## src/rtl/stream_demux_if.sv

```systemverilog
// Stream demultiplexer bus: one input stream and NUM_CH output streams.
// The slave view belongs to the demux, the master view to whoever drives it.
interface stream_demux_if #(
   parameter int WIDTH  = 8,
   parameter int NUM_CH = 4,
   parameter int SEL_W  = $clog2(NUM_CH)
);
   logic [SEL_W-1:0]        sel_i;
   logic                    s_valid_i;
   logic                    s_ready_o;
   logic [WIDTH-1:0]        s_data_i;
   logic                    s_last_i;
   logic [NUM_CH-1:0]       m_valid_o;
   logic [NUM_CH-1:0]       m_ready_i;
   logic [NUM_CH*WIDTH-1:0] m_data_o;
   logic [NUM_CH-1:0]       m_last_o;

   modport slave (
      input  sel_i, s_valid_i, s_data_i, s_last_i, m_ready_i,
      output s_ready_o, m_valid_o, m_data_o, m_last_o
   );

   modport master (
      output sel_i, s_valid_i, s_data_i, s_last_i, m_ready_i,
      input  s_ready_o, m_valid_o, m_data_o, m_last_o
   );
endinterface

```

## src/rtl/stream_demux.sv

```systemverilog
// Packet-level stream demux: the first beat picks a channel, the rest follow.
// Out-of-range selects drop the whole packet and flag err_o once.
module stream_demux #(
   parameter int WIDTH  = 8,
   parameter int NUM_CH = 4,
   parameter int SEL_W  = $clog2(NUM_CH)
) (
   input  logic clk_i,
   input  logic rst_i,
   input  logic en_i,
   output logic busy_o,
   output logic err_o,
   stream_demux_if.slave bus
);
   typedef enum logic [1:0] {IDLE, PKT, DROP} state_e;

   localparam logic [SEL_W:0] NCH = NUM_CH[SEL_W:0];

   state_e state_q, state_d;
   logic [SEL_W-1:0] sel_q, sel_d, tgt;
   logic [NUM_CH-1:0] vld_q, vld_d;
   logic [NUM_CH-1:0] last_q, last_d;
   logic [NUM_CH-1:0] load;
   logic [NUM_CH-1:0][WIDTH-1:0] data_q, data_d;
   logic err_q, err_d;
   logic in_rng, drop, free, ready, acc;

   assign in_rng = {1'b0, bus.sel_i} < NCH;
   assign tgt    = (state_q == PKT) ? sel_q : bus.sel_i;
   assign drop   = (state_q == DROP) |
                   ((state_q == IDLE) & ~in_rng);

   // Target register can take a beat if empty or draining now
   always_comb begin
      free = 1'b0;
      for (int k = 0; k < NUM_CH; k++) begin
         if (tgt == SEL_W'(k)) begin
            free = ~vld_q[k] | bus.m_ready_i[k];
         end
      end
   end

   assign ready = en_i & ~rst_i & (drop | free);
   assign acc   = bus.s_valid_i & ready;

   always_comb begin
      state_d = state_q;
      sel_d   = sel_q;
      err_d   = 1'b0;
      unique case (state_q)
         IDLE: begin
            if (acc) begin
               if (!in_rng) begin
                  err_d = 1'b1;
                  if (!bus.s_last_i) state_d = DROP;
               end else if (!bus.s_last_i) begin
                  state_d = PKT;
                  sel_d   = bus.sel_i;
               end
            end
         end
         PKT, DROP: begin
            if (acc && bus.s_last_i) state_d = IDLE;
         end
         default: state_d = IDLE;
      endcase
   end

   always_comb begin
      for (int k = 0; k < NUM_CH; k++) begin
         load[k]   = acc & ~drop & (tgt == SEL_W'(k));
         vld_d[k]  = load[k] |
                     (vld_q[k] & ~bus.m_ready_i[k]);
         data_d[k] = load[k] ? bus.s_data_i : data_q[k];
         last_d[k] = load[k] ? bus.s_last_i : last_q[k];
      end
   end

   always_ff @(posedge clk_i) begin
      if (rst_i) begin
         state_q <= IDLE;
         sel_q   <= '0;
         vld_q   <= '0;
         last_q  <= '0;
         data_q  <= '0;
         err_q   <= 1'b0;
      end else begin
         state_q <= state_d;
         sel_q   <= sel_d;
         vld_q   <= vld_d;
         last_q  <= last_d;
         data_q  <= data_d;
         err_q   <= err_d;
      end
   end

   assign bus.s_ready_o = ready;
   assign bus.m_valid_o = vld_q;
   assign bus.m_data_o  = data_q;
   assign bus.m_last_o  = last_q;
   assign busy_o        = (state_q != IDLE);
   assign err_o         = err_q;
endmodule

```

## src/flat_wrapper.sv

```systemverilog
// flat-port wrapper written by rule: the top's interface ports become plain ports
module stream_demux_flat 
#(
   parameter int WIDTH  = 8,
   parameter int NUM_CH = 4,
   parameter int SEL_W  = $clog2(NUM_CH)
)
  (clk_i, rst_i, en_i, busy_o, err_o, bus_sel_i, bus_s_valid_i, bus_s_data_i, bus_s_last_i, bus_m_ready_i, bus_s_ready_o, bus_m_valid_o, bus_m_data_o, bus_m_last_o);
  stream_demux_if #(.WIDTH(WIDTH), .NUM_CH(NUM_CH), .SEL_W(SEL_W)) bus_i ();
  input  logic clk_i;
  input  logic rst_i;
  input  logic en_i;
  output logic busy_o;
  output logic err_o;
  input wire logic [$bits(bus_i.sel_i)-1:0] bus_sel_i;
  input wire logic [$bits(bus_i.s_valid_i)-1:0] bus_s_valid_i;
  input wire logic [$bits(bus_i.s_data_i)-1:0] bus_s_data_i;
  input wire logic [$bits(bus_i.s_last_i)-1:0] bus_s_last_i;
  input wire logic [$bits(bus_i.m_ready_i)-1:0] bus_m_ready_i;
  output wire logic [$bits(bus_i.s_ready_o)-1:0] bus_s_ready_o;
  output wire logic [$bits(bus_i.m_valid_o)-1:0] bus_m_valid_o;
  output wire logic [$bits(bus_i.m_data_o)-1:0] bus_m_data_o;
  output wire logic [$bits(bus_i.m_last_o)-1:0] bus_m_last_o;
  assign bus_i.sel_i = bus_sel_i;
  assign bus_i.s_valid_i = bus_s_valid_i;
  assign bus_i.s_data_i = bus_s_data_i;
  assign bus_i.s_last_i = bus_s_last_i;
  assign bus_i.m_ready_i = bus_m_ready_i;
  assign bus_s_ready_o = bus_i.s_ready_o;
  assign bus_m_valid_o = bus_i.m_valid_o;
  assign bus_m_data_o = bus_i.m_data_o;
  assign bus_m_last_o = bus_i.m_last_o;
  stream_demux #(.WIDTH(WIDTH), .NUM_CH(NUM_CH), .SEL_W(SEL_W)) u_core (.clk_i(clk_i), .rst_i(rst_i), .en_i(en_i), .busy_o(busy_o), .err_o(err_o), .bus(bus_i));
endmodule
```

## config.mk

```make
export PLATFORM = sky130hd
export DESIGN_NAME = stream_demux_flat
export DESIGN_NICKNAME = d
export VERILOG_FILES = /design/src/rtl/stream_demux_if.sv /design/src/rtl/stream_demux.sv /design/src/flat_wrapper.sv
export SDC_FILE = /design/constraint.sdc
export NUM_CORES = 1
export LEC_CHECK = 0
export ABC_AREA = 1
export CAP_MARGIN = 20
export CORE_UTILIZATION = 52
export CTS_CLUSTER_DIAMETER = 150
export DETAILED_ROUTE_END_ITERATION = 10
export PLACE_DENSITY = 0.85
export SYNTH_ARGS = -nofsm -noshare
export SYNTH_HDL_FRONTEND = slang
export SYNTH_SLANG_ARGS = --single-unit
```

## constraint.sdc

```tcl
create_clock -name clk_i -period 3.3 [get_ports clk_i]
set_clock_uncertainty 0.2 [all_clocks]
set_input_delay 0.825 -clock clk_i [delete_from_list [all_inputs] [get_ports clk_i]]
set_output_delay 0.825 -clock clk_i [all_outputs]
set_load 0.02 [all_outputs]
```

# [After elaboration in Yosys (flattened, before gate mapping)]
# Index checks and enable logic that the tools add are counted.
[totals] ff_bits=44 output_inout_bits=43 word_cells=67
[classes] eq_ne=8 muxes=9 n_bitwise=32 n_reduce_logical=7
[ops] op="$and A1 B1 Y1" count=12
[ops] op="$not A1 Y1" count=11
[ops] op="$or A1 B1 Y1" count=9
[ops] op="$mux W2" count=4
[ops] op="$eq A2 B2 Y1 const B" count=3
[ops] op="$reduce_and A3 Y1" count=2
[ops] op="$eq A2 B1 Y1 const B" count=2
[ops] op="$logic_not A2 Y1" count=2
[ops] op="$mux W1" count=4
[ops] op="$ne A2 B1 Y1 const B" count=2
[ops] op="$pmux W2 S2" count=1
[ops] op="$ne A2 B2 Y1 const B" count=1
[ops] op="$reduce_bool A2 Y1" count=1
[ops] op="$reduce_or A2 Y1" count=1
[ops] op="$logic_and A1 B1 Y1" count=1

# [Depth between registers and ports, before layout]
# Gate-level depths: netlist of the first run.
[depth] ltp_word=13 ltp_mapped=10 depth_no_buf=10

# [Least setup slack after synthesis of the first run]
# OpenSTA, ideal clock, no wires.
[synth_timing] kind="input -> output" start="input port rst_i" end="output port bus_s_ready_o" arrival_time_ns=1.672 slack_ns=0.603 cell_stages=5 n_path_buf=2 path_cell_list="clkbuf_2 -> nor2_1 -> nand3_2 -> nor2_4 -> buf_6"
[synth_via] elab_chain_cells=3
[synth_lines] element="start: declaration" line="flat_wrapper.sv:11" rtl="input logic rst_i;"
[synth_lines] element="$not A1 Y1" line="stream_demux.sv:43" rtl="assign ready = en_i & ~rst_i & (drop | free);"
[synth_lines] element="$and A1 B1 Y1 (2 in a row)" line="stream_demux.sv:43"
[synth_lines] element="end: declaration" line="flat_wrapper.sv:20" rtl="output wire logic [$bits(bus_i.s_ready_o)-1:0] bus_s_ready_o;"
# No other way between the ends.

# [Final worst setup path of the first run]
[layout_timing] start="input port bus_sel_i[0]" end="output port bus_s_ready_o"
[layout_via] elab_chain_cells=8 elab_cells_between_ends=11 classes_between="3 x eq/ne; 5 x mux; 2 x bitwise; 1 x reduce/logical"
[layout_lines] element="start: declaration" line="flat_wrapper.sv:15" rtl="input wire logic [$bits(bus_i.sel_i)-1:0] bus_sel_i;"
[layout_lines] element="$mux W2 *" line="stream_demux.sv:29" rtl="assign tgt = (state_q == PKT) ? sel_q : bus.sel_i;"
[layout_lines] element="$logic_not A2 Y1" line="stream_demux.sv:37" rtl="if (tgt == SEL_W'(k)) begin"
[layout_lines] element="$mux W1 (3 in a row)" line="stream_demux.sv:37"
[layout_lines] element="$mux W1 *" line="stream_demux.sv:37"
[layout_lines] element="$or A1 B1 Y1 *" line="stream_demux.sv:43"
[layout_lines] element="$and A1 B1 Y1 *" line="stream_demux.sv:43"
# Every way passes the cells marked *; elsewhere a longest branch is shown, timed or not.

==> impl_metrics.toml, run 1 <==
[sta]
fin_ws_ps = 254
slew_viol_final = 0
fin_crit_sh = 0.923
worst_slew_pin_slew_ps = 564
holdWs_ps = 310
timing_hold_violations_final = 0
fin_setup_tns_ps = 0
fin_crit_ps = 3050
timing.slew.headroom = 0.623
grt_setup_unrepaired = "false"
fmax_mhz = 328
setup_viol = 0

[critical_path]
endpoint = "bus_s_ready_o"
r2r_cells = 9
r2r-end = "u_core.bus.m_data_o[20]"
crit_fanout = 3
endpoint_kind = "primary output"
crit_path_start_kind = "input port"
regToRegSetupSlack_ps = 1290
worstPathRequired_ps = 2270
crit_arrival_ps = 2020
r2r_start = "u_core.state_q[0]"
crit_path_start = "bus_sel_i[0]"
worstSetupPathType = "input port to primary output"

[grt]
grtUsageTotal = 0.256
gr-total-overflow = 0
grt_max_degree = 32
grt_pass1_wl_um = 8720
antenna_found_initial = 0
grt_pass1_vias = 1987

[place]
portBuffers = 60
post-dp-hpwl_um = 3920
placed_area_um2 = 2980
post-place-ws_ps = -170
gp_congestion = 0.828

[synthesis]
synth_top_area_share = 0.376
synth.distinct_cells = 25
synthCells = 327
synth-xor-area-share = 0
yosys-top-cells-area = "dfxtp_1, inv_1, nand2_1"
avgSynthCellArea_um2 = 7.01
synthesis.nets = 346
synth_warnings = 0
synth-seq-cells = 43
muxShareOfSynthArea = 0
synth_area_um2 = 2290
synth-simple-area-share = 0.411
synthAdderAreaFrac = 0
synth_top_family_by_area = "simple AND/OR/NAND/NOR gates"
yosys.area.top_type = "dfxtp_1"
seq_area_frac_synth = 0.376
synth_compound_area_frac = 0.0360

[layout]
final_common_cell = "inv_1"
areaGrowthSynthToFinish_pct = 34.0
num_antenna_cells = 0
nets = 415
final_cell_area_um2 = 3070
final_cell_mix = "inv_1, nand2_1, clkdlybuf4s50_1"
drive_gt1_frac = 0.131

[detailed_routing]
drc = 0
wl_per_cell_um = 12.0
drt-total-wl_um = 5350
drt_iter0_drc = 116
ant_nets = 0
num_vias = 2159
vias_per_cell = 4.83
first_pass_iters = 4

[clock_network]
numCtsBuffers = 5
cts_sinks = 43
cts_tree = "yes"
cts_hold_buf = 0
cts.path.max_buffers = 2
worst_skew_pair.late_latency_ps = 300
cts-htree-levels = 2
cts-root-buf = "clkbuf_8"
clkTransAtPathRegs_ps = 80

[power_and_ir_drop]
internal-power_uw = 797
power_frac_comb = 0.171
p_clk_frac = 0.337
p_seq_frac = 0.492
p_leak_nw = 1.37
p_sw_uw = 294
switching_share = 0.269
vdd_ir_drop_max_mv = 0.260
power_per_cell_area_nw_per_um2 = 355

[run]
cap_viol_max_count = 0

[floorplan]
die-area_um2 = 4680
die_h_um = 68.4
dieWidth_um = 68.4
core_area_um2 = 4120
rows = 23
ios = 62
initial_core_util = 0.557

[hold_path]
worstHoldStart = "u_core.bus.m_data_o[8]"
hp-class = "register to register"

[outcome]
status = "finished, final reports clean"
-- metal layers --
metal / vias up / share of wire / global-route usage / routed length (um)
li1: 1117 / - / - / -
met1: 960 / 0.44 / 0.315 / 2380
met2: 73 / 0.49 / 0.424 / 2600
met3: 9 / 0.054 / 0.0533 / 288
met4: 0 / 0.015 / 0.117 / 82
met5: - / 0 / 0 / 0
-- layout make-up --
type                    instances  area (um^2)
flip-flops and latches         43          861
well taps                      50         62.6
clock buffers                   8          100
multi-input cells             189         1030
inverters                      81          304
repair buffers                 76          716
fillers                       337         1040
-- synth_stat cells (all sizes together) --
cell type  number
dfxtp          43
nand2          76
inv            81
nor2           58
buf            10
clkbuf          4
nand3           5
o21ai           1
a21oi          14
nand4          34
conb            1
-- metrics by stage --
step / power (mW) / utilization / cells
detailed placement: 0.735 / 0.723 / 439
finish: 1.09 / 0.746 / 447
floorplan: 0.664 / - / 327
CTS: 1.10 / 0.747 / 447
global route: 1.14 / 0.746 / 447
global placement: 0.730 / 0.723 / 439
-- how the worst min path moves through the flow --
stage / slack, ps / to / cells after the start
finish: 310 / u_core.bus.m_data_o[8] / 4
global route: 330 / u_core.bus.m_data_o[8] / 4
CTS: 310 / u_core.bus.m_data_o[8] / 4
detailed placement: 290 / u_core.bus.m_data_o[24] / 2
global placement: 270 / u_core.bus.m_data_o[26] / 2
floorplan: 310 / u_core.sel_q[0] / 4
-- repair_timing --
| action | 4_1_cts | 5_1_grt |
|---|---|---|
| gates resized for setup | 1 | 2 |
| endpoints found under the setup margin | 1 | 1 |
| setup buffers | 0 | 0 |
| hold endpoints to repair | 0 | 0 |
-- kinds of logic (layout without fill, tap and decap cells) --
| logic type | Yosys count | after routing |
|---|---|---|
| compound gates | 15 | 15 |
| other cells | 1 | 1 |
| buf+inv | 95 | 165 |
| flops | 43 | 43 |
| simple gates | 173 | 173 |
-- sequential cells by signal (all words and copies together), names as in the netlist --
signal and cells:
u_core.state_q 1, u_core.bus.m_valid_o 4, u_core.bus.m_data_o 32, u_core.bus.m_last_o 4
u_core.sel_q 2
-- power by group through the flow --
stage               Sequential [mW]  Clock, mW  Combinational [mW]
floorplan                     0.562          0               0.102
global placement              0.549          0               0.181
detailed placement            0.549          0               0.186
CTS                           0.537      0.372               0.186
global route                  0.539      0.397               0.203
finish                        0.537      0.368               0.186
-- worst max-delay path, stage by stage --
cell and delay (ps):
clkdlybuf4s50_1 500, inv_1 70, nand2_1 100, nand2_4 80, nand3_4 80, o21ai_2 70
nor2_4 120, clkbuf_2 170
Note: power is estimated with default switching activity, not from simulation.
==> run 2: changes to the inputs <==
CORE_UTILIZATION = 48   (was 52)
PLACE_DENSITY = 0.8   (was 0.85)
clock period = 3.1 ns   (was 3.3 ns; I/O delays follow)
==> run 2 against run 1 <==
Net effect:
- routed wire length grew 1.2%
- combinational power rose by 7%
- sequential share of layout area barely moved
- the flow now finishes with violations (DRC)
- via count up 1.5%
- critical endpoint unchanged
- utilization decreased by 5.9 points
- sequential power is 6.5% higher
- register-to-register slack lost 220 ps
- power increased by 6.3%
==> impl_metrics.toml, run 2 (same netlist as run 1, synthesis figures left out) <==
[layout]
final_common_cell = "inv_1"
num_antenna_cells = 0
nets = 415
drive_gt1_frac = 0.131
largest_reg_flops = 32
final_cell_mix = "inv_1, nand2_1, clkdlybuf4s50_1"
stdcell_count = 449
areaGrowthSynthToFinish_pct = 34.1
final_cell_area_um2 = 3070

[critical_path]
endpoint_kind = "primary output"
path_cells = "clkdlybuf4s50_1 -> inv_1 -> nand2_1 -> nand2_4 -> nand3_4 -> o21ai_2 -> nor2_4 -> clkbuf_2"
critPathTopFamily = "buffers and inverters"
critPathBufInv = 3
worstPathRequired_ps = 2120
cpMaxStageDelayCell = "clkdlybuf4s50_1"
worstSetupPathType = "input port to primary output"
crit_fanout = 3
crit_path_start_kind = "input port"
crit_path_max_incr_delay_ps = 490
crit_arrival_ps = 1980

[detailed_routing]
num_vias = 2191
drt_iter0_drc = 173
vias_per_cell = 4.88
ant_nets = 0
first_pass_iters = 7
wl_per_cell_um = 12.1
drt-total-wl_um = 5410
drc = 2

[sta]
fin_ws_ps = 146
grt_setup_unrepaired = "false"
timing.slew.headroom = 0.616
setup_viol = 0
slew_viol_final = 0
fmax_mhz = 339
fin_crit_ps = 2950
timing_hold_violations_final = 0
worst_slew_pin_slew_ps = 574
fin_crit_sh = 0.953

[place]
placed_area_um2 = 2980
portBuffers = 60
gp_congestion = 0.844
dp.cells = 441
post-dp-hpwl_um = 3990
post-place-ws_ps = -293

[clock_network]
cts_tree = "yes"
numCtsBuffers = 5
cts_hold_buf = 0
cts-htree-levels = 2
worst_skew_pair.late_latency_ps = 300
clkTransAtPathRegs_ps = 70
cts_sinks = 43
cts-root-buf = "clkbuf_8"
cts.path.max_buffers = 2

[floorplan]
die-area_um2 = 5060
initial_core_util = 0.512
dieWidth_um = 71.1
die_h_um = 71.1
ios = 62
rows = 24
core_area_um2 = 4470

[grt]
grtUsageTotal = 0.237
grt_pass1_vias = 2091
gr-total-overflow = 0
grt_pass1_wl_um = 9340
antenna_found_initial = 0
grt_max_degree = 32

[run]
cap_viol_max_count = 0

[power_and_ir_drop]
p_leak_nw = 1.37
p_total_mw = 1.16
vdd_ir_drop_max_mv = 0.362
power_per_cell_area_nw_per_um2 = 377

[outcome]
violations = "DRC"
status = "finished with violations"

[hold_path]
hp-class = "register to register"
## run 2: cell counts in the layout (fill, tap and decap cells not counted)
Identical to the previous run, type by type.
## run 2: final timing paths
check,start,end,slack [ps],cells after the start
worst max-delay path,bus_sel_i[0],bus_s_ready_o,150,8
worst min register to register,u_core.bus.m_data_o[25],u_core.bus.m_data_o[25],300,2
worst min-delay path,u_core.bus.m_data_o[25],u_core.bus.m_data_o[25],300,2
worst max register to register,u_core.state_q[0],u_core.bus.m_data_o[13],1070,10
## run 2: metal layers
layer | vias up | part of all wire | global-route usage
met5 | - | 0 | 0
met2 | 66 | 0.47 | 0.400
li1 | 1119 | - | -
met4 | 0 | 0.013 | 0.0578
met1 | 999 | 0.46 | 0.302
met3 | 7 | 0.059 | 0.0655
## run 2: what timing repair did
action	4_1_cts	5_1_grt
buffers inserted	0	0
resized for setup	2	1
pin swaps	0	0
setup endpoints to repair	1	1
## run 2: through the flow
stage	hold slack (ps)	TNS (ps)	utilization
after floorplan	306	0	-
after global placement	263	-254	0.666
after detailed placement	279	-293	0.666
after CTS	302	0	0.688
after global routing	324	0	0.687
final	296	0	0.687
## run 2: worst min-delay path, stage by stage, from the launching register on
cell	delay, ps
dfxtp_1	330
a21oi_1	60
nor2_1	70
## run 2: area by class of cell
class / instances / area [um^2]
Multi-Input combinational cell: 189 / 1030
Tap cell: 52 / 65.1
Fill cell: 389 / 1400
Clock buffer: 8 / 100
Sequential cell: 43 / 861
Inverter: 81 / 304
Timing Repair Buffer: 76 / 716
## run 2: where the power goes
part | internal, mW | leakage (nW) | switching, mW
logic | 0.0810 | 0.972 | 0.118
registers | 0.565 | 0.348 | 0.00726
clock network | 0.203 | 0.0515 | 0.185
==> run 3: changes to the inputs <==
--- a/config.mk
+++ b/config.mk
@@ -11,5 +11,5 @@
 export CTS_CLUSTER_DIAMETER = 150
 export DETAILED_ROUTE_END_ITERATION = 10
-export PLACE_DENSITY = 0.8
+export PLACE_DENSITY = 0.89
 export SYNTH_ARGS = -nofsm -noshare
 export SYNTH_HDL_FRONTEND = slang
--- a/constraint.sdc
+++ b/constraint.sdc
@@ -3,3 +3,3 @@
 set_input_delay 0.775 -clock clk_i [delete_from_list [all_inputs] [get_ports clk_i]]
 set_output_delay 0.775 -clock clk_i [all_outputs]
-set_load 0.02 [all_outputs]
+set_load 0.005 [all_outputs]
==> run 3 against run 2 <==
Net effect:
- the flow still finishes with violations (DRC)
- worst setup slack worse by 47 ps
- global-route usage is 0.090 points lower
- sequential share of layout area is 0.44 points lower
- worst hold slack better by 9.7 ps
- cell count stayed put
- sequential power hardly changed
- via count is 1.0% higher
- critical endpoint unchanged
- clock power is 30% higher
- count of clock-buffer cells in the layout is 2 lower
- flip-flop and latch count stayed put
==> impl_metrics.toml, run 3 (same netlist as run 1, synthesis figures left out) <==
[clock_network]
cts_sinks = 43
cts.path.max_buffers = 2
postCtsSetupBuffers = 0
cts_tree = "yes"
numCtsBuffers = 5
cts-htree-levels = 2
clkTransAtPathRegs_ps = 70
worst_skew_pair.late_latency_ps = 290
cts_resized = 1
cts-root-buf = "clkbuf_8"
cts_hold_buf = 0

[layout]
final_cell_area_um2 = 3120
nets = 415
largest_reg_flops = 32
areaGrowthSynthToFinish_pct = 36.2
drive_gt1_frac = 0.128
num_antenna_cells = 0
final_common_cell = "inv_1"
final_cell_mix = "inv_1, nand2_1, clkdlybuf4s50_1"

[critical_path]
endpoint_kind = "primary output"
crit_path_start = "bus_sel_i[0]"
path_cells = "clkdlybuf4s50_1 -> inv_1 -> nand2_1 -> nand2_4 -> nand3_4 -> o21ai_2 -> nor2_4 -> dlygate4sd2_1"
r2r_start = "u_core.state_q[0]"
endpoint = "bus_s_ready_o"
r2r_cells = 10
critPathBufInv = 3
worstSetupPathType = "input port to primary output"
worst-path-stages = 8
r2r-end = "u_core.bus.m_data_o[15]"
worstPathRequired_ps = 2120
regToRegSetupSlack_ps = 1090
crit_arrival_ps = 2030
crit_path_max_incr_delay_ps = 490
crit_path_start_kind = "input port"
critPathTopFamily = "buffers and inverters"
cpMaxStageDelayCell = "clkdlybuf4s50_1"
crit_fanout = 3

[sta]
fmax_mhz = 333
setup_viol = 0
fin_crit_ps = 3000
worst_slew_pin_slew_ps = 518
fin_crit_sh = 0.968
timing_hold_violations_final = 0
slew_viol_final = 0
fin_ws_ps = 98.6
timing.slew.headroom = 0.654
grt_setup_unrepaired = "false"

[detailed_routing]
wl_per_cell_um = 12.0
num_vias = 2213
first_pass_iters = 8
vias_per_cell = 4.93
ant_nets = 0
drc = 4
drt_iter0_drc = 142
drt-total-wl_um = 5390

[run]
cap_viol_max_count = 0

[outcome]
violations = "DRC"
status = "finished with violations"

[power_and_ir_drop]
vdd_ir_drop_max_mv = 0.259
p_seq_frac = 0.453
power_frac_comb = 0.147
switching_share = 0.233
power_per_cell_area_nw_per_um2 = 405
p_clk_frac = 0.400
p_sw_uw = 294
internal-power_uw = 969
p_leak_nw = 1.39

[floorplan]
rows = 24
core_area_um2 = 4470
initial_core_util = 0.512
ios = 62
die-area_um2 = 5060
die_h_um = 71.1
dieWidth_um = 71.1

[grt]
grt_max_degree = 32
gr-total-overflow = 0
grt_pass1_vias = 2146
grt_pass1_wl_um = 9370
grtUsageTotal = 0.237
antenna_found_initial = 0

[hold_path]
hp-class = "register to register"

[place]
post-place-ws_ps = -173
placed_area_um2 = 2990
gp_congestion = 0.851
portBuffers = 60
post-dp-hpwl_um = 3990
run 3: cell count changes in the layout (fill, tap and decap cells not counted), sizes merged:
cell,delta
bufinv,+2
clkbuf,-3
dlygate4sd2,+1
run 3: worst min-delay path: cells and delay by family (launching register included):
family | cells | cell delay, ps
flops | 1 | 340
compound gates | 1 | 60
simple gates | 1 | 70
run 3: how the worst min path moves through the flow:
stage / depth (start not counted) / startpoint / to / slack (ps)
6_report: 2 / u_core.bus.m_data_o[24] / u_core.bus.m_data_o[24] / 310
5_1_grt: 2 / u_core.bus.m_data_o[31] / u_core.bus.m_data_o[31] / 330
2_1_floorplan: 2 / u_core.bus.m_data_o[24] / u_core.bus.m_data_o[24] / 280
4_1_cts: 2 / u_core.bus.m_data_o[31] / u_core.bus.m_data_o[31] / 310
3_5_place_dp: 2 / u_core.bus.m_data_o[31] / u_core.bus.m_data_o[31] / 280
3_3_place_gp: 2 / u_core.bus.m_last_o[3] / u_core.bus.m_last_o[3] / 270
run 3: power groups by stage:
| stage | combinational [mW] | sequential, mW | clock (mW) |
|---|---|---|---|
| final | 0.186 | 0.572 | 0.505 |
| after floorplan | 0.107 | 0.585 | 0 |
| after global placement | 0.179 | 0.585 | 0 |
| after global routing | 0.204 | 0.574 | 0.537 |
| after CTS | 0.185 | 0.572 | 0.513 |
| after detailed placement | 0.184 | 0.585 | 0 |
run 3: final cells by class:
class,instances,area [um^2]
fillers,344,1350
inverters,81,304
clock buffers,6,72.6
clock inverters,2,60.1
multi-input cells,189,1030
well taps,52,65.1
repair buffers,76,732
flip-flops and latches,43,861
run 3: per-layer routing:
layer | share of wire | wire length, um | vias up | global-route usage
met3 | 0.060 | 323 | 18 | 0.0556
met2 | 0.49 | 2620 | 75 | 0.393
met1 | 0.42 | 2280 | 1003 | 0.287
met4 | 0.032 | 172 | 0 | 0.118
li1 | - | - | 1117 | -
met5 | 0 | 0 | - | 0
run 3: metrics by stage:
stage | power, mW | util | hold WS [ps] | setup TNS, ps | instances
after CTS | 1.27 | 0.698 | 307 | 0 | 449
after global placement | 0.764 | 0.669 | 270 | -144 | 441
after detailed placement | 0.769 | 0.669 | 283 | -173 | 441
after global routing | 1.32 | 0.698 | 328 | 0 | 449
after floorplan | 0.692 | - | 279 | 0 | 327
final | 1.26 | 0.698 | 306 | 0 | 449
==> RTL edit (config.mk and constraints of run 2) <==
`WIDTH` is set to 8 in 3 places; all go to 12.
--- a/src/rtl/stream_demux_if.sv
+++ b/src/rtl/stream_demux_if.sv
@@ -2,5 +2,5 @@
 // The slave view belongs to the demux, the master view to whoever drives it.
 interface stream_demux_if #(
-   parameter int WIDTH  = 8,
+   parameter int WIDTH  = 12,
    parameter int NUM_CH = 4,
    parameter int SEL_W  = $clog2(NUM_CH)
--- a/src/rtl/stream_demux.sv
+++ b/src/rtl/stream_demux.sv
@@ -2,5 +2,5 @@
 // Out-of-range selects drop the whole packet and flag err_o once.
 module stream_demux #(
-   parameter int WIDTH  = 8,
+   parameter int WIDTH  = 12,
    parameter int NUM_CH = 4,
    parameter int SEL_W  = $clog2(NUM_CH)
--- a/src/flat_wrapper.sv
+++ b/src/flat_wrapper.sv
@@ -2,5 +2,5 @@
 module stream_demux_flat 
 #(
-   parameter int WIDTH  = 8,
+   parameter int WIDTH  = 12,
    parameter int NUM_CH = 4,
    parameter int SEL_W  = $clog2(NUM_CH)
Interface: changed (resized bus_m_data_o and bus_s_data_i); port bits go from 62 to 82. No check against the original RTL was run, so the function may have changed too.
==> RTL edit against run 2 <==
Cell area up 29%; die area up 26%; critical path type unchanged; final cell count up 35%; via count up 34%; first-iteration DRC count down 6.9%; synthesized area up 27%; power up 40%; setup slack worse by 0.082 ns; highest routed layer unchanged; wire length up 38%; critical endpoint unchanged; sequential cell count up 16; critical path depth unchanged; count of clock-buffer cells in the layout up 4.
==> RTL edit: results <==
metrics = {
    "run_status": {
        "outcome": "finished, final reports clean",
    },
    "global_routing": {
        "grt_use_met3_pct": 5.257,
        "gr-usage-all-layers_pct": 24.66,
        "grtUsageMet2_pct": 37.78,
        "grt_pass1_vias": 2521,
    },
    "yosys": {
        "yosys-top-cells-area": "dfxtp_1 41%, inv_1 14%, nand2_1 12%",
        "synth_area_per_cell_um2": 6.608,
        "synth_common_cells": "106 x inv_1, 96 x nand2_1, 72 x nor2_1",
        "syn-num-nets": 464,
        "ys_types": 22,
        "synth.yosys.seq_area_share_pct": 40.53,
    },
    "placement": {
        "place_area_mm2": 0.003820,
        "dp_cells": 592,
        "port-buffer-count": 80,
    },
    "drt": {
        "wire_per_inst_um": 12.32,
        "viasPerCell": 4.848,
        "met2_length_mm": 3.483,
        "drt-met1-wl_mm": 3.282,
    },
    "pwr": {
        "clk-power_uw": 596,
    },
    "clock_tree": {
        "cts_buffers": 9,
        "clk_latency_ns": 0.34,
        "htreeDepth": 3,
    },
    "worst_setup_path": {
        "crit_start": "bus_sel_i[1]",
        "arrival_ns": 2.06,
        "r2r_setup_slack_ns": 0.96,
    },
    "hold_path": {
        "hold_start": "u_core.bus.m_data_o[44]",
    },
}
[RTL edit: cell count changes after synthesis, sizes merged, moves of 5 or more]
cell	run 2	this run
nand4	34	46
clkbuf	4	9
buf	10	15
dfxtp	43	59
inv	81	109
nand2	76	100
nor2	58	78
[RTL edit: through the flow]
stage | setup slack [ns] | power (µW) | hold slack [ns] | setup TNS [ns]
3_5_place_dp | -0.3629 | 1045 | 0.2737 | -0.3629
5_1_grt | 0.007699 | 1690 | 0.3162 | 0
3_3_place_gp | -0.2898 | 1040 | 0.2671 | -0.2898
4_1_cts | 0.07642 | 1634 | 0.2884 | 0
6_report | 0.06390 | 1626 | 0.2848 | 0
2_1_floorplan | 0.6394 | 942.5 | 0.3060 | 0
[RTL edit: layout make-up]
class / count / area (µm²)
Sequential cell: 59 / 1181
Clock buffer: 12 / 145.1
Clock inverter: 3 / 15.01
Fill cell: 543 / 1911
Inverter: 109 / 409.1
Timing Repair Buffer: 100 / 945.9
Tap cell: 75 / 93.84
Multi-Input combinational cell: 249 / 1185
